### src/rtl/fetch_stage.sv
// Instruction fetch stage: request/ack front end to instruction memory feeding a small {instr, pc+4} buffer.
// Define PREFETCH_BUFFER_EN for a 2-entry buffer (one fetch per cycle); otherwise the buffer holds one entry.
module fetch_stage #(
    parameter int                    DATA_WIDTH = 32,
    parameter logic [DATA_WIDTH-1:0] RESET_PC   = 32'h0040_0000
) (
    input  logic                  clk,
    input  logic                  reset,
    output logic                  imem_req,
    output logic [DATA_WIDTH-1:0] imem_addr,
    input  logic                  imem_ack,
    input  logic [DATA_WIDTH-1:0] imem_rdata,
    input  logic                  redirect_valid,
    input  logic [DATA_WIDTH-1:0] redirect_pc,
    input  logic                  stall,
    output logic                  if_valid,
    output logic [DATA_WIDTH-1:0] if_instr,
    output logic [DATA_WIDTH-1:0] if_pc_plus4,
    output logic [5:0]            if_opcode
);

`ifdef PREFETCH_BUFFER_EN
    localparam int DEPTH = 2;
`else
    localparam int DEPTH = 1;
`endif
    localparam int PTR_W = (DEPTH > 1) ? $clog2(DEPTH) : 1;
    localparam int CNT_W = $clog2(DEPTH + 1);
    localparam logic [PTR_W-1:0]      LAST_PTR = PTR_W'(DEPTH - 1);
    localparam logic [CNT_W-1:0]      FULL_CNT = CNT_W'(DEPTH);
    localparam logic [DATA_WIDTH-1:0] WORD     = DATA_WIDTH'(4);

    typedef enum logic [1:0] {
        START,
        FETCH,
        HOLD,
        DISCARD
    } state_e;

    state_e                state_q, state_d;
    logic [DATA_WIDTH-1:0] fetch_addr_q, fetch_addr_d;
    logic [DATA_WIDTH-1:0] target_q, target_d;
    logic [CNT_W-1:0]      count_q, count_d;
    logic [PTR_W-1:0]      head_q, head_d;
    logic [PTR_W-1:0]      tail_q, tail_d;
    logic [DATA_WIDTH-1:0] instr_mem_q [DEPTH];
    logic [DATA_WIDTH-1:0] pc4_mem_q   [DEPTH];

    logic                  push;
    logic                  pop;
    logic                  flush;
    logic [CNT_W-1:0]      fill_after_push;
    logic [DATA_WIDTH-1:0] redirect_target;
    logic                  redirect_pc_unused;

    function automatic logic [PTR_W-1:0] ptr_inc(input logic [PTR_W-1:0] p);
        return (p == LAST_PTR) ? '0 : p + PTR_W'(1);
    endfunction

    assign redirect_target    = {redirect_pc[DATA_WIDTH-1:2], 2'b00};
    assign redirect_pc_unused = ^redirect_pc[1:0];

    assign if_valid    = (count_q != '0);
    assign if_instr    = instr_mem_q[head_q];
    assign if_pc_plus4 = pc4_mem_q[head_q];
    assign if_opcode   = if_instr[DATA_WIDTH-1 -: 6];
    assign imem_req    = (state_q == FETCH) || (state_q == DISCARD);
    assign imem_addr   = fetch_addr_q;

    // Redirect outranks decode: a taken branch kills the head even if decode wants it.
    assign pop             = if_valid && !stall && !redirect_valid;
    assign fill_after_push = pop ? count_q : count_q + CNT_W'(1);

    // NOTE: every always_comb output gets a default first so no path leaves it unassigned (no latches).
    always_comb begin
        state_d      = state_q;
        fetch_addr_d = fetch_addr_q;
        target_d     = target_q;
        push         = 1'b0;
        flush        = 1'b0;
        case (state_q)
            START: begin
                state_d = FETCH;
                if (redirect_valid) begin
                    flush        = 1'b1;
                    fetch_addr_d = redirect_target;
                end
            end
            FETCH: begin
                if (redirect_valid) begin
                    flush = 1'b1;
                    if (imem_ack) begin
                        fetch_addr_d = redirect_target;
                    end else begin
                        // The bus still owns the old request; it must complete before refetching.
                        target_d = redirect_target;
                        state_d  = DISCARD;
                    end
                end else if (imem_ack) begin
                    push         = 1'b1;
                    fetch_addr_d = fetch_addr_q + WORD;
                    if (fill_after_push >= FULL_CNT) begin
                        state_d = HOLD;
                    end
                end
            end
            HOLD: begin
                if (redirect_valid) begin
                    flush        = 1'b1;
                    fetch_addr_d = redirect_target;
                    state_d      = FETCH;
                end else if (pop) begin
                    state_d = FETCH;
                end
            end
            DISCARD: begin
                if (redirect_valid) begin
                    flush = 1'b1;
                    if (imem_ack) begin
                        fetch_addr_d = redirect_target;
                        state_d      = FETCH;
                    end else begin
                        target_d = redirect_target;
                    end
                end else if (imem_ack) begin
                    fetch_addr_d = target_q;
                    state_d      = FETCH;
                end
            end
            default: state_d = START;
        endcase
    end

    always_comb begin
        count_d = count_q;
        head_d  = head_q;
        tail_d  = tail_q;
        if (flush) begin
            count_d = '0;
            head_d  = '0;
            tail_d  = '0;
        end else begin
            if (push) tail_d = ptr_inc(tail_q);
            if (pop)  head_d = ptr_inc(head_q);
            case ({push, pop})
                2'b10:   count_d = count_q + CNT_W'(1);
                2'b01:   count_d = count_q - CNT_W'(1);
                default: count_d = count_q;
            endcase
        end
    end

    always_ff @(posedge clk or negedge reset) begin
        if (!reset) begin
            state_q      <= START;
            fetch_addr_q <= RESET_PC;
            target_q     <= RESET_PC;
            count_q      <= '0;
            head_q       <= '0;
            tail_q       <= '0;
        end else begin
            state_q      <= state_d;
            fetch_addr_q <= fetch_addr_d;
            target_q     <= target_d;
            count_q      <= count_d;
            head_q       <= head_d;
            tail_q       <= tail_d;
        end
    end

    // NOTE: the buffer storage is reset because the head entry drives if_instr/if_pc_plus4 directly.
    always_ff @(posedge clk or negedge reset) begin
        if (!reset) begin
            for (int i = 0; i < DEPTH; i++) begin
                instr_mem_q[i] <= '0;
                pc4_mem_q[i]   <= '0;
            end
        end else if (push) begin
            instr_mem_q[tail_q] <= imem_rdata;
            pc4_mem_q[tail_q]   <= fetch_addr_q + WORD;
        end
    end

endmodule

### config.mk
export PLATFORM = sky130hd
export DESIGN_NAME = fetch_stage
export DESIGN_NICKNAME = d
export VERILOG_FILES = /design/src/rtl/fetch_stage.sv
export SDC_FILE = /design/constraint.sdc
export NUM_CORES = 1
export LEC_CHECK = 0
export ABC_CLOCK_PERIOD_IN_PS = 2040
export BUFFER_PORTS_ARGS = -buffer_cell sky130_fd_sc_hd__buf_2
export CAP_MARGIN = 20
export CORE_ASPECT_RATIO = 0.8
export CORE_UTILIZATION = 50
export DETAILED_ROUTE_END_ITERATION = 12
export PLACE_DENSITY = 0.76
export SETUP_SLACK_MARGIN = 0.3
export SLEW_MARGIN = 20
export SYNTH_ARGS = -nofsm -noshare
export SYNTH_HDL_FRONTEND = slang
export SYNTH_SLANG_ARGS = --single-unit
### constraint.sdc
create_clock -name clk -period 2.04 [get_ports clk]
set_clock_uncertainty 0.05 [all_clocks]
set_input_delay 0.408 -clock clk [delete_from_list [all_inputs] [get_ports clk]]
set_output_delay 0.408 -clock clk [all_outputs]
set_load 0.05 [all_outputs]
### After elaboration in Yosys (flattened, before gate mapping)

Cells that the tools add are included.

* equality and inequality tests: 12
* reductions and logical operators: 16
* add/sub/neg operators: 5
* bitwise logic cells: 1
* magnitude comparators: 4
* mux-type cells: 34

Operator list (count)
* $mux W32: 9
* $pmux W32 S3: 1
* $bwmux W32: 2
* $add A32 B3 Y32 const B: 1
* $mux W2: 7
* $mux W1: 13
* $ne A3 B3 Y1 const B: 4
* $pmux W2 S4: 1
* $eq A2 B2 Y1 const B: 3
* $reduce_and A3 Y1: 2
* $reduce_and A5 Y1: 1
* $eq A2 B1 Y1 const B: 2
* $reduce_bool A2 Y1: 2
* $reduce_or A2 Y1: 2
* $reduce_or A4 Y1: 1
* $add A1 B1 Y1 const B: 3
* $logic_and A1 B1 Y1: 3
* $ne A3 B2 Y1 const B: 1
* $reduce_bool A3 Y1: 1
* $ge A1 B1 Y1 const B: 2
* $logic_not A1 Y1: 2
* $logic_not A2 Y1: 1
* $lt A1 B1 Y1 const B: 2
* $ne A2 B1 Y1 const B: 1
* 5 further kinds: 5

* word-level logic and storage cells: 80
* register bits after elaboration: 131

### Longest topological paths before layout

* depth after elaboration: 9
* mapped depth: 8
* depth with buffers taken out: 6

### Worst setup path before layout

Ideal clock, no wire load.

* kind: register -> register
* from: reg fetch_addr_q[2], in the netlist imem_addr[2]
* to: reg fetch_addr_q[26], in the netlist imem_addr[26]
* required time: 1910 ps
* arrival time: 1977 ps
* period minus slack after synthesis: 2106 ps
* cell stages (with the launch flop): 8
* slack: -66 ps
* cell sequence: dfrtp_1 > ha_1 > nand3_4 > nor3_4 > buf_6 > nand4_4 > a31oi_1 > a2bb2oi_1

* word-level cells in the longest chain between the ends: 4

RTL lines
* start, declared: line 41 `logic [DATA_WIDTH-1:0] fetch_addr_q, fetch_addr_d;`
* start signal, assigned: line 163 `fetch_addr_q <= fetch_addr_d;`
* $add A32 B3 Y32: line 101 `fetch_addr_d = fetch_addr_q + WORD;`
* $mux W32: line 99 `end else if (imem_ack) begin`
* $mux W32: line 90 `if (redirect_valid) begin`
* $pmux W32 S3: line 81 `case (state_q)`

Every way passes these cells. The select of a mux whose other input is x is not followed.
A chain may end at the register's enable or synchronous reset.

### Final worst setup path

* from: reg fetch_addr_q[22], in the netlist imem_addr[22]
* to: out imem_addr[22]

RTL lines
* end, declared: line 10 `output logic [DATA_WIDTH-1:0] imem_addr,`

No word-level cell between the ends.

==> metrics.csv <==
metric,value,unit
avgViaCountPerCell,5.45,
cpPeakStageDelay,650,ps
ys.flop_type,dfrtp_1,
crit_fanout,3,
cts_buffer_depth,2,
design_area,8960,um2
synth_top_area_cell,dfrtp_1,
synth_cells,774,
place.port_buffers,170,
async_flop_share,100,%
wl_per_cell,16.6,um
cp_slowest_cell,dfstp_4,
initial_core_util,51.7,%
timing.final.max_slew_violations,0,
yosys.area.top_type_share,47.4,%
cts_tree,yes,
clkSinkCount,129,
grt_max_degree,82,
setup_tns,0,ps
ios,173,
synth_area,6710,um2
synthTopCellsByArea,"dfrtp_1, nand2_1, o21ai_0",
drt-pass1-iter-count,5,
die_area,13900,um2
max-slew-margin-rel,59.9,%
grt_first_pass_wirelength,30600,um
core-area,13000,um2
drc,0,
drt_iter0_drc,766,
die_h,106,um
regArea,3270,um2
worstSetupPathType,flip-flop to output port,
finalHoldViolCount,0,
grt_pass1_vias,5887,
drv_cap,0,
endpoint_kind,output port,
ys_ff_latch,129,
synth_nets,844,
ys_types,65,
timing.hold.ws,122,ps
critPathTopFamily,flip-flops,
vias,6394,
yosysSeqAreaShare,48.2,%
timing.final.crit_share,88.0,%
gp_congestion,0.857,
p_leak,4.45,nW
multi_input_comb_area,3270,um2
postPlaceCellArea,7950,um2
syn2layout_area_growth,33.6,%
htree_levels,4,
path_clk_slew,60,ps
clockRootBuffer,clkbuf_16,
path_cells,buf_2,
hold_class,input pin to flip-flop,
p_per_area,1350,nW/um2
fmax,0.557,GHz
nets,1055,
antenna_left,0,
worstMarginPinSlew,601,ps
dieWidth,131,um
avgSynthCellArea,8.66,um2
yosys_warnings,0,
place_hpwl,13000,um
fin_crit,1790,ps
placementRows,37,
nFillCells,991,
wirelength,19400,um
cts_buffers,17,
grt_usage,28.4,%
setup_violations,0,
clk_latency,420,ps
startpoint_type,flip-flop,
cp.required,1580,ps
overflow,0,
cp_num_buf_inv,1,
arrival,1340,ps
antenna_found_initial,1,
layout-drive-gt1-share,36.4,%
ir_drop,0.690,mV
finalPower,12.1,mW
outcome,"finished, final reports clean",
grt_setup_unrepaired,yes,
synth_edf_count,0,
fin_util,69.1,%
routing by layer:
layer	vias up	part of all wire [%]	global-route usage [%]	wire length, um
met2	305	45	42.2	8830
li1	3056	-	-	-
met4	0	1.8	8.97	348
met1	3002	45	40.7	8670
met3	31	8.2	7.22	1600
met5	-	0	0	0
path summary, 6_finish.rpt:
kind	startpoint	to	slack (ps)	cells past startpoint
worst max-delay path	imem_addr[22]$_DFFE_PN1P_	imem_addr[22]	250	1
worst min-delay path	imem_rdata[31]	instr_mem_q[31]$_DFFE_PN0P_	120	3
worst max register to register	imem_addr[22]$_DFFE_PN1P_	imem_addr[27]$_DFFE_PN0P_	270	6
worst min register to register	instr_mem_q[22]$_DFFE_PN0P_	instr_mem_q[22]$_DFFE_PN0P_	420	2
max in group asynchronous	reset	imem_addr[5]$_DFFE_PN0P_	900	3
min in group asynchronous	reset	imem_addr[26]$_DFFE_PN0P_	500	3
cell usage in the layout (no fill, tap or decap), types with 4 or more instances in the layout:
| master | Yosys | routed |
|---|---|---|
| dfrtp_1 | 127 | 101 |
| xor2_1 | 14 | 14 |
| o21ai_1 | 10 | 23 |
| a22oi_1 | 14 | 13 |
| a2bb2oi_1 | 7 | 7 |
| buf_6 | 2 | 7 |
| a21oi_1 | 34 | 32 |
| a32oi_1 | 4 | 4 |
| clkbuf_4 | 0 | 5 |
| nor2_1 | 23 | 23 |
| inv_1 | 16 | 16 |
| nand3_4 | 1 | 6 |
| o21ai_0 | 55 | 41 |
| buf_2 | 30 | 165 |
| nand2_1 | 250 | 248 |
| o22ai_1 | 12 | 12 |
| nor3_4 | 3 | 5 |
| or2_2 | 4 | 4 |
| buf_12 | 0 | 5 |
| buf_4 | 8 | 72 |
| xnor2_2 | 0 | 4 |
| xnor2_1 | 14 | 10 |
| dfrtp_2 | 0 | 26 |
| clkbuf_16 | 0 | 17 |
| a31oi_1 | 8 | 7 |
| nor2b_1 | 5 | 4 |
| nand3_1 | 14 | 13 |
| nand4_1 | 6 | 6 |
| a22o_1 | 6 | 6 |
| mux2i_1 | 7 | 6 |
| clkinv_2 | 0 | 6 |
worst reg2reg max path: cells and delay by family, from the launching register on:
family                 cells  cell delay [ps]
AOI/OAI and AO/OA          2              250
and+or+nand+nor            3              530
buffers and inverters      1              180
DFF                        1              650
report_power, final:
part | internal, mW | switching, mW | total (mW)
Clock | 1.65 | 1.11 | 2.76
Sequential | 3.31 | 0.622 | 3.94
Combinational | 1.54 | 3.85 | 5.40
Total | 6.51 | 5.58 | 12.1
state kept, by name, indices dropped and copies added (netlist names):
register and flops:
state_q 2, pc4_mem_q 32, target_q 30, imem_addr 32, if_valid 1, instr_mem_q 32
layout make-up:
class,instances,area share (%)
Tap cell,175,2.44
Inverter,17,0.712
Clock buffer,20,4.87
Antenna cell,1,0.0279
Timing Repair Buffer,256,17.9
Sequential cell,129,36.5
Multi-Input combinational cell,564,36.5
Clock inverter,11,1.03
through the flow:
| stage | setup slack [ps] | std cells |
|---|---|---|
| 6_report | 245 | 1173 |
| 2_1_floorplan | 262 | 774 |
| 5_1_grt | 199 | 1173 |
| 3_5_place_dp | 46.9 | 1102 |
| 3_3_place_gp | 132 | 1102 |
| 4_1_cts | 236 | 1140 |
repair_timing:
action	in CTS	in global routing
endpoints found under the hold margin	27	0
gates resized for setup	7	47
pin swaps	11	20
cloned	0	1
hold buffers	1	0
setup buffers	6	31
setup endpoints to repair	38	52
cells by family (layout without fill, tap and decap cells):
group                    Yosys count  count (layout)  share of synthesized area (%)
XOR/XNOR                          28              28                           3.66
AND/OR/NAND/NOR                  344             344                           23.6
other                              0               1                              0
multiplexers                      10              10                           1.55
buffers and inverters             81             304                           5.78
flip-flops                       129             129                           48.2
adder cells (fa/ha/maj)            1               1                          0.187
AO/OA/AOI/OAI                    181             181                           17.1
synth_stat cells, types with 8 or more instances:
master	n
nand3_1	14
dfrtp_1	127
a31oi_1	8
nand2_1	250
o22ai_1	12
buf_4	8
xor2_1	14
inv_1	16
buf_2	30
a21oi_1	34
a22oi_1	14
o21ai_0	55
xnor2_1	14
clkbuf_1	21
nor2_1	23
o21ai_1	10
(Power assumes the default switching activity.)
